[src/rtl/backprop_scheduler.sv]
// Backpropagation sequencer: walks (layer,row) pairs from the output layer down to 0,
// launching the diff_backprop_reg stage per pair. Optional WAIT watchdog: BACKPROP_SCHED_TIMEOUT_EN.
module backprop_scheduler #(
  parameter int unsigned layer_count     = 3,
  parameter int unsigned row_count_max   = 3,
  parameter int unsigned dense_type_size = 4,
  parameter int unsigned timeout_cycles  = 64
) (
  input  logic                       clk,
  input  logic                       rst_n,
  input  logic                       start,
  input  logic                       train,
  output logic [31:0]                cfg_layer_index,
  input  logic [31:0]                cfg_row_count,
  input  logic [dense_type_size-1:0] cfg_dense_type,
  input  logic                       stage_done,
  output logic                       stage_valid,
  output logic [31:0]                w_layer_index,
  output logic [31:0]                w_row_index,
  output logic                       backprop_cost,
  output logic [31:0]                dense_type,
  output logic                       is_update,
  output logic                       busy,
  output logic                       done,
  output logic                       error
);

  localparam int unsigned IdxW = 32;
  localparam logic [IdxW-1:0] LastLayer = IdxW'(layer_count - 1);
  localparam logic [IdxW-1:0] RowMax    = IdxW'(row_count_max);

  typedef enum logic [2:0] {
    S_IDLE,
    S_LOAD,
    S_ISSUE,
    S_WAIT,
    S_FIN
  } state_e;

  state_e          state_q, state_d;
  logic [IdxW-1:0] layer_q, layer_d;
  logic [IdxW-1:0] row_q, row_d;
  logic [IdxW-1:0] rows_q, rows_d;
  logic [IdxW-1:0] cfg_idx_q, cfg_idx_d;
  logic [IdxW-1:0] w_layer_q, w_layer_d;
  logic [IdxW-1:0] w_row_q, w_row_d;
  logic [IdxW-1:0] dense_q, dense_d;
  logic            train_q, train_d;
  logic            valid_q, valid_d;
  logic            cost_q, cost_d;
  logic            busy_q, busy_d;
  logic            done_q, done_d;
  logic            stage_done_q, stage_done_d;

  logic [IdxW-1:0] rows_clamp_c;
  logic            done_edge_c;
  logic            next_layer_c;

`ifdef BACKPROP_SCHED_TIMEOUT_EN
  localparam int unsigned       TmrW     = $clog2(timeout_cycles + 1);
  localparam logic [TmrW-1:0]   TmrLimit = TmrW'(timeout_cycles - 1);
  logic [TmrW-1:0] timer_q, timer_d;
  logic            error_q, error_d;
`else
  logic [IdxW-1:0] unused_timeout;
  assign unused_timeout = IdxW'(timeout_cycles);
`endif

  assign rows_clamp_c = (cfg_row_count > RowMax) ? RowMax : cfg_row_count;
  // stage_done_q tracks every cycle, so an edge seen during ISSUE is already stale in WAIT
  assign done_edge_c  = stage_done & ~stage_done_q;

  // next-state and registered-output computation
  always_comb begin
    state_d      = state_q;
    layer_d      = layer_q;
    row_d        = row_q;
    rows_d       = rows_q;
    cfg_idx_d    = cfg_idx_q;
    w_layer_d    = w_layer_q;
    w_row_d      = w_row_q;
    dense_d      = dense_q;
    train_d      = train_q;
    cost_d       = cost_q;
    stage_done_d = stage_done;
    next_layer_c = 1'b0;
`ifdef BACKPROP_SCHED_TIMEOUT_EN
    timer_d      = timer_q;
    error_d      = error_q;
`endif

    case (state_q)
      S_IDLE: begin
        if (start) begin
          layer_d = LastLayer;
          row_d   = '0;
          train_d = train;
`ifdef BACKPROP_SCHED_TIMEOUT_EN
          error_d = 1'b0;
`endif
          state_d = S_LOAD;
        end
      end
      S_LOAD: begin
        rows_d  = rows_clamp_c;
        dense_d = IdxW'(cfg_dense_type);
        if (rows_clamp_c == '0) begin
          next_layer_c = 1'b1;
        end else begin
          state_d = S_ISSUE;
        end
      end
      S_ISSUE: begin
        state_d = S_WAIT;
      end
      S_WAIT: begin
        if (done_edge_c) begin
          if (row_q + IdxW'(1) < rows_q) begin
            row_d   = row_q + IdxW'(1);
            state_d = S_ISSUE;
          end else begin
            next_layer_c = 1'b1;
          end
        end
`ifdef BACKPROP_SCHED_TIMEOUT_EN
        else if (timer_q == TmrLimit) begin
          error_d = 1'b1;
          state_d = S_FIN;
        end
`endif
      end
      S_FIN: begin
        state_d = S_IDLE;
      end
      default: begin
        state_d = S_IDLE;
      end
    endcase

    // shared by an empty layer in LOAD and the last row completing in WAIT
    if (next_layer_c) begin
      if (layer_q == '0) begin
        state_d = S_FIN;
      end else begin
        layer_d = layer_q - IdxW'(1);
        row_d   = '0;
        state_d = S_LOAD;
      end
    end

    busy_d  = (state_d != S_IDLE);
    done_d  = (state_d == S_FIN);
    valid_d = (state_d == S_ISSUE);
    if (state_d == S_LOAD) begin
      cfg_idx_d = layer_d;
    end
    if (state_d == S_ISSUE) begin
      w_layer_d = layer_d;
      w_row_d   = row_d;
      cost_d    = (layer_d == LastLayer);
    end

`ifdef BACKPROP_SCHED_TIMEOUT_EN
    if (state_q == S_ISSUE) begin
      timer_d = '0;
    end else if (state_q == S_WAIT) begin
      timer_d = timer_q + TmrW'(1);
    end
`endif
  end

  always_ff @(posedge clk or negedge rst_n) begin
    if (!rst_n) begin
      state_q      <= S_IDLE;
      layer_q      <= '0;
      row_q        <= '0;
      rows_q       <= '0;
      cfg_idx_q    <= '0;
      w_layer_q    <= '0;
      w_row_q      <= '0;
      dense_q      <= '0;
      train_q      <= 1'b0;
      valid_q      <= 1'b0;
      cost_q       <= 1'b0;
      busy_q       <= 1'b0;
      done_q       <= 1'b0;
      stage_done_q <= 1'b0;
    end else begin
      state_q      <= state_d;
      layer_q      <= layer_d;
      row_q        <= row_d;
      rows_q       <= rows_d;
      cfg_idx_q    <= cfg_idx_d;
      w_layer_q    <= w_layer_d;
      w_row_q      <= w_row_d;
      dense_q      <= dense_d;
      train_q      <= train_d;
      valid_q      <= valid_d;
      cost_q       <= cost_d;
      busy_q       <= busy_d;
      done_q       <= done_d;
      stage_done_q <= stage_done_d;
    end
  end

`ifdef BACKPROP_SCHED_TIMEOUT_EN
  always_ff @(posedge clk or negedge rst_n) begin
    if (!rst_n) begin
      timer_q <= '0;
      error_q <= 1'b0;
    end else begin
      timer_q <= timer_d;
      error_q <= error_d;
    end
  end
  assign error = error_q;
`else
  assign error = 1'b0;
`endif

  assign cfg_layer_index = cfg_idx_q;
  assign stage_valid     = valid_q;
  assign w_layer_index   = w_layer_q;
  assign w_row_index     = w_row_q;
  assign backprop_cost   = cost_q;
  assign dense_type      = dense_q;
  assign is_update       = train_q;
  assign busy            = busy_q;
  assign done            = done_q;

endmodule
[config.mk]
export PLATFORM = sky130hd
export DESIGN_NAME = backprop_scheduler
export DESIGN_NICKNAME = d
export VERILOG_FILES = /design/src/rtl/backprop_scheduler.sv
export SDC_FILE = /design/constraint.sdc
export NUM_CORES = 1
export LEC_CHECK = 0
export BUFFER_PORTS_ARGS = -buffer_cell sky130_fd_sc_hd__buf_2
export CAP_MARGIN = 20
export CORE_ASPECT_RATIO = 0.7
export CORE_UTILIZATION = 57
export DETAILED_ROUTE_END_ITERATION = 10
export HOLD_SLACK_MARGIN = 0.12
export PLACE_DENSITY = 0.81
export SKIP_CTS_REPAIR_TIMING = 1
export SLEW_MARGIN = 10
export SYNTH_ARGS = -nofsm -noshare
export SYNTH_HDL_FRONTEND = slang
export SYNTH_SLANG_ARGS = --single-unit
export TNS_END_PERCENT = 10
[constraint.sdc]
create_clock -name clk -period 7.69 [get_ports clk]
set_input_delay 1.9225 -clock clk [delete_from_list [all_inputs] [get_ports clk]]
set_output_delay 1.9225 -clock clk [all_outputs]
set_load 0.02 [all_outputs]
==> results.toml <==
[power_and_ir_drop]
cellLeakagePower_nw = 5.85
p_total_mw = 4.54
max-vdd-ir-drop_mv = 0.316
power_density_nw_per_um2 = 390

[cells_and_area]
layout.cells.most_common = "sky130_fd_sc_hd__dfrtp_1"
drive_above_1_share_pct = 22.8
insertedDiodeCount = 0
finalNonFillerCells = 1405
most_frequent_cells_in_the_layout = "205 x sky130_fd_sc_hd__dfrtp_1, 145 x sky130_fd_sc_hd__buf_2, 104 x sky130_fd_sc_hd__nor2_1"
flow.area_growth_from_synthesis_pct = 14.9
finalNetCount = 1238

[yosys]
ys_top_cells_by_area = "sky130_fd_sc_hd__dfrtp_1 51%, sky130_fd_sc_hd__mux2_2 5.1%, sky130_fd_sc_hd__ha_1 4.1%"
synth.ff_latch_count = 205
top_flip_flop_cell_by_instance_count_after_synthesis = "sky130_fd_sc_hd__dfrtp_1"
yosys.area.top_type_share_pct = 50.7
yosysTopAreaCell = "sky130_fd_sc_hd__dfrtp_1"
cell_area_after_synthesis_um2 = 10100
syn_inst = 1036
yosys.cell_types.count = 58
yosysSeqAreaShare_pct = 50.7
syn-mean-instance-area_um2 = 9.77
async_sr_flop_fraction_pct = 100
yosys_warnings = 0
synth_edf_count = 0

[clock_network]
ctsHtreeMaxLevel = 1
cts_root_buffer = "sky130_fd_sc_hd__clkbuf_16"
cts.reportedPaths.clkPinSlew_ns = 0.06
clockBufferDepth = 3
cts_num_sinks = 205
clock_buffers_created_by_tritoncts = 20
tritoncts = "done"
clock_latency_ns = 0.49

[grt]
global_route.overflow_total = 0
globalRouteTotalUtil_pct = 28.6
largest_net_degree_at_the_start_of_global_routing = 124
first_pass_grt_wire_length_mm = 41.2
met1_track_usage_gr_pct = 43.6
grt_antenna_before_repair = 0
globalRoute.busiestLayer = "met1"
grt_use_met2_pct = 41.4
first_global_vias = 7774
global_routing_usage_on_met3_pct = 6.65

[worst_setup_path]
sort_of_element_at_the_start_of_the_critical_path = "flop"
r2r_start = "row_q[0]"
crit-reg2reg-capture = "backprop_cost"
worst-endpoint-arrival_ns = 7.04
startpoint_of_the_most_critical_setup_path = "row_q[0]"
timing.reg2reg.worst_path_depth = 19
worst-endpoint-required_ns = 8.12
critPathKind = "flop to flop"
timing.critical_path.fanout_max = 26
critPathCapture = "backprop_cost"
endpoint_type_of_the_worst_setup_path = "flop"
r2r_slack_ns = 1.08

[placement]
port-buffer-count = 145
place_ws_ns = 1.22
detailedPlacementHpwl_mm = 17.4
dp_cells = 1372
place.gp.congestion = 0.907

[drt]
drt_wl_total_mm = 25.4
drt_iter0_drc = 754
wire_per_inst_um = 18.1
postRouteAntennaNets = 0
drt_drc_violations_left = 0
per_cell_via_count_in_the_routed_design = 5.78
dr_total_vias = 8126
drt_pre_antenna_iters = 5

[sta]
rsz_0062_raised_after_global_routing = "false"
final_max_slew_viol_count = 0
max-slew-margin-rel_pct = 28.8
setup-tns-final_ns = 0
skew_ns = 0.00704
post-route-min-period_ns = 6.61
final_critical_path_setup_slack_ns = 1.08
max_freq_mhz = 151
report.final.setup_viol = 0
tightestPinTransition_ns = 1.06
final_hold_viols = 0
layout_worst_path_cycle_share_pct = 85.9
final.hold.worst_slack_ns = 0.476

[die]
die-height_um = 113
initial_utilization_pct = 58.6
fp.dieW_um = 161
fp-row-count = 40
placeable_core_area_um2 = 17300
io_pins = 175
floorplan.die_area_um2 = 18300

[status]
outcome = "finished, final reports clean"

[run]
drv.max_cap_violation_count = 0

[hold_path]
holdCritPathClass = "flop to flop"
flip-flops by register name, indices dropped and copies added, names as in the netlist:
signal / flops
dense_type: 4
layer_q: 32
state_q: 3
is_update: 1
w_row_index: 32
rows_q: 32
busy: 1
w_layer_index: 32
done: 1
cfg_layer_index: 32
stage_done_q: 1
row_q: 32
backprop_cost: 1
stage_valid: 1
power breakdown:
| group | internal (mW) | total (mW) | leakage (nW) | switching [mW] |
|---|---|---|---|---|
| Clock | 0.609 | 1.01 | 0.330 | 0.403 |
| Sequential | 1.33 | 1.56 | 2.77 | 0.231 |
| Combinational | 0.651 | 1.96 | 2.74 | 1.31 |
| Total | 2.59 | 4.54 | 5.85 | 1.94 |
cell usage after synthesis (12+ instances only):
master and number:
sky130_fd_sc_hd__a21oi_1 65, sky130_fd_sc_hd__mux2_2 46, sky130_fd_sc_hd__nand4_1 15, sky130_fd_sc_hd__a31o_2 12, sky130_fd_sc_hd__clkbuf_1 32, sky130_fd_sc_hd__nor4_1 19, sky130_fd_sc_hd__nand2_1 93, sky130_fd_sc_hd__buf_4 29
sky130_fd_sc_hd__or3_1 16, sky130_fd_sc_hd__inv_1 56, sky130_fd_sc_hd__xnor2_1 35, sky130_fd_sc_hd__ha_1 33, sky130_fd_sc_hd__o21ai_0 73, sky130_fd_sc_hd__xor2_1 19, sky130_fd_sc_hd__dfrtp_1 205, sky130_fd_sc_hd__o31ai_1 13
sky130_fd_sc_hd__nor2_1 105, sky130_fd_sc_hd__nand3_1 51, sky130_fd_sc_hd__nor3_1 17, sky130_fd_sc_hd__or2_2 12
area by class of cell:
class                      count  area, um2
fill                        1340       5630
tap                          231        289
timing repair buffer         155        832
clock buffer                  29        606
inverter                      57        214
sequential                   205       5130
clock inverter                 3       65.1
multi-input combinational    725       4500
layer usage:
metal,up-vias,share of wire (%)
li1,3766,-
met1,3975,47
met2,347,43
met3,38,8.4
met4,0,1.7
met5,-,0
worst min-delay path by stage:
stage | to | depth (start not counted) | start | slack, ns
after floorplan | rows_q[10] | 2 | rows_q[10] | 0.46
after global placement | w_row_index[21] | 2 | w_row_index[21] | 0.46
after detailed placement | w_row_index[21] | 2 | w_row_index[21] | 0.46
after CTS | w_row_index[21] | 2 | w_row_index[21] | 0.48
after global routing | cfg_layer_index[13] | 1 | cfg_layer_index[13] | 0.50
final | w_layer_index[15] | 2 | w_layer_index[15] | 0.48
stage by stage:
stage	area [um2]	utilization [%]
after floorplan	10200	-
after global placement	10900	63.3
after detailed placement	10900	63.4
after CTS	11600	67.3
after global routing	11600	67.4
final	11600	67.4
worst max-delay path, cell delays in order (launching register included):
cell and delay (ns):
sky130_fd_sc_hd__dfrtp_1 0.42, sky130_fd_sc_hd__ha_1 0.24, sky130_fd_sc_hd__nand3_1 0.14, sky130_fd_sc_hd__or3_1 0.45, sky130_fd_sc_hd__nor4_1 0.77, sky130_fd_sc_hd__nand2_1 0.25
sky130_fd_sc_hd__nor3_1 0.46, sky130_fd_sc_hd__nand3_1 0.19, sky130_fd_sc_hd__xnor2_1 0.17, sky130_fd_sc_hd__ha_1 0.27, sky130_fd_sc_hd__nand4_1 0.11, sky130_fd_sc_hd__nor4_1 0.47
sky130_fd_sc_hd__nand2_1 0.13, sky130_fd_sc_hd__a41oi_1 0.56, sky130_fd_sc_hd__o31ai_4 0.14, sky130_fd_sc_hd__and2_1 0.53, sky130_fd_sc_hd__o21ai_0 0.38, sky130_fd_sc_hd__or4b_1 0.48
sky130_fd_sc_hd__nor3_2 0.18, sky130_fd_sc_hd__a32o_2 0.19
kinds of logic after synthesis:
logic type	after synthesis	synth area share, %
XOR/XNOR	54	4.67
adder cells (fa/ha/maj)	33	4.08
AND/OR/NAND/NOR	365	17.4
flip-flops	205	50.7
buffers and inverters	134	6.22
other	1	0.0370
AO/OA/AOI/OAI	194	11.4
multiplexers	50	5.53
Power figures use the tool's default switching activity.
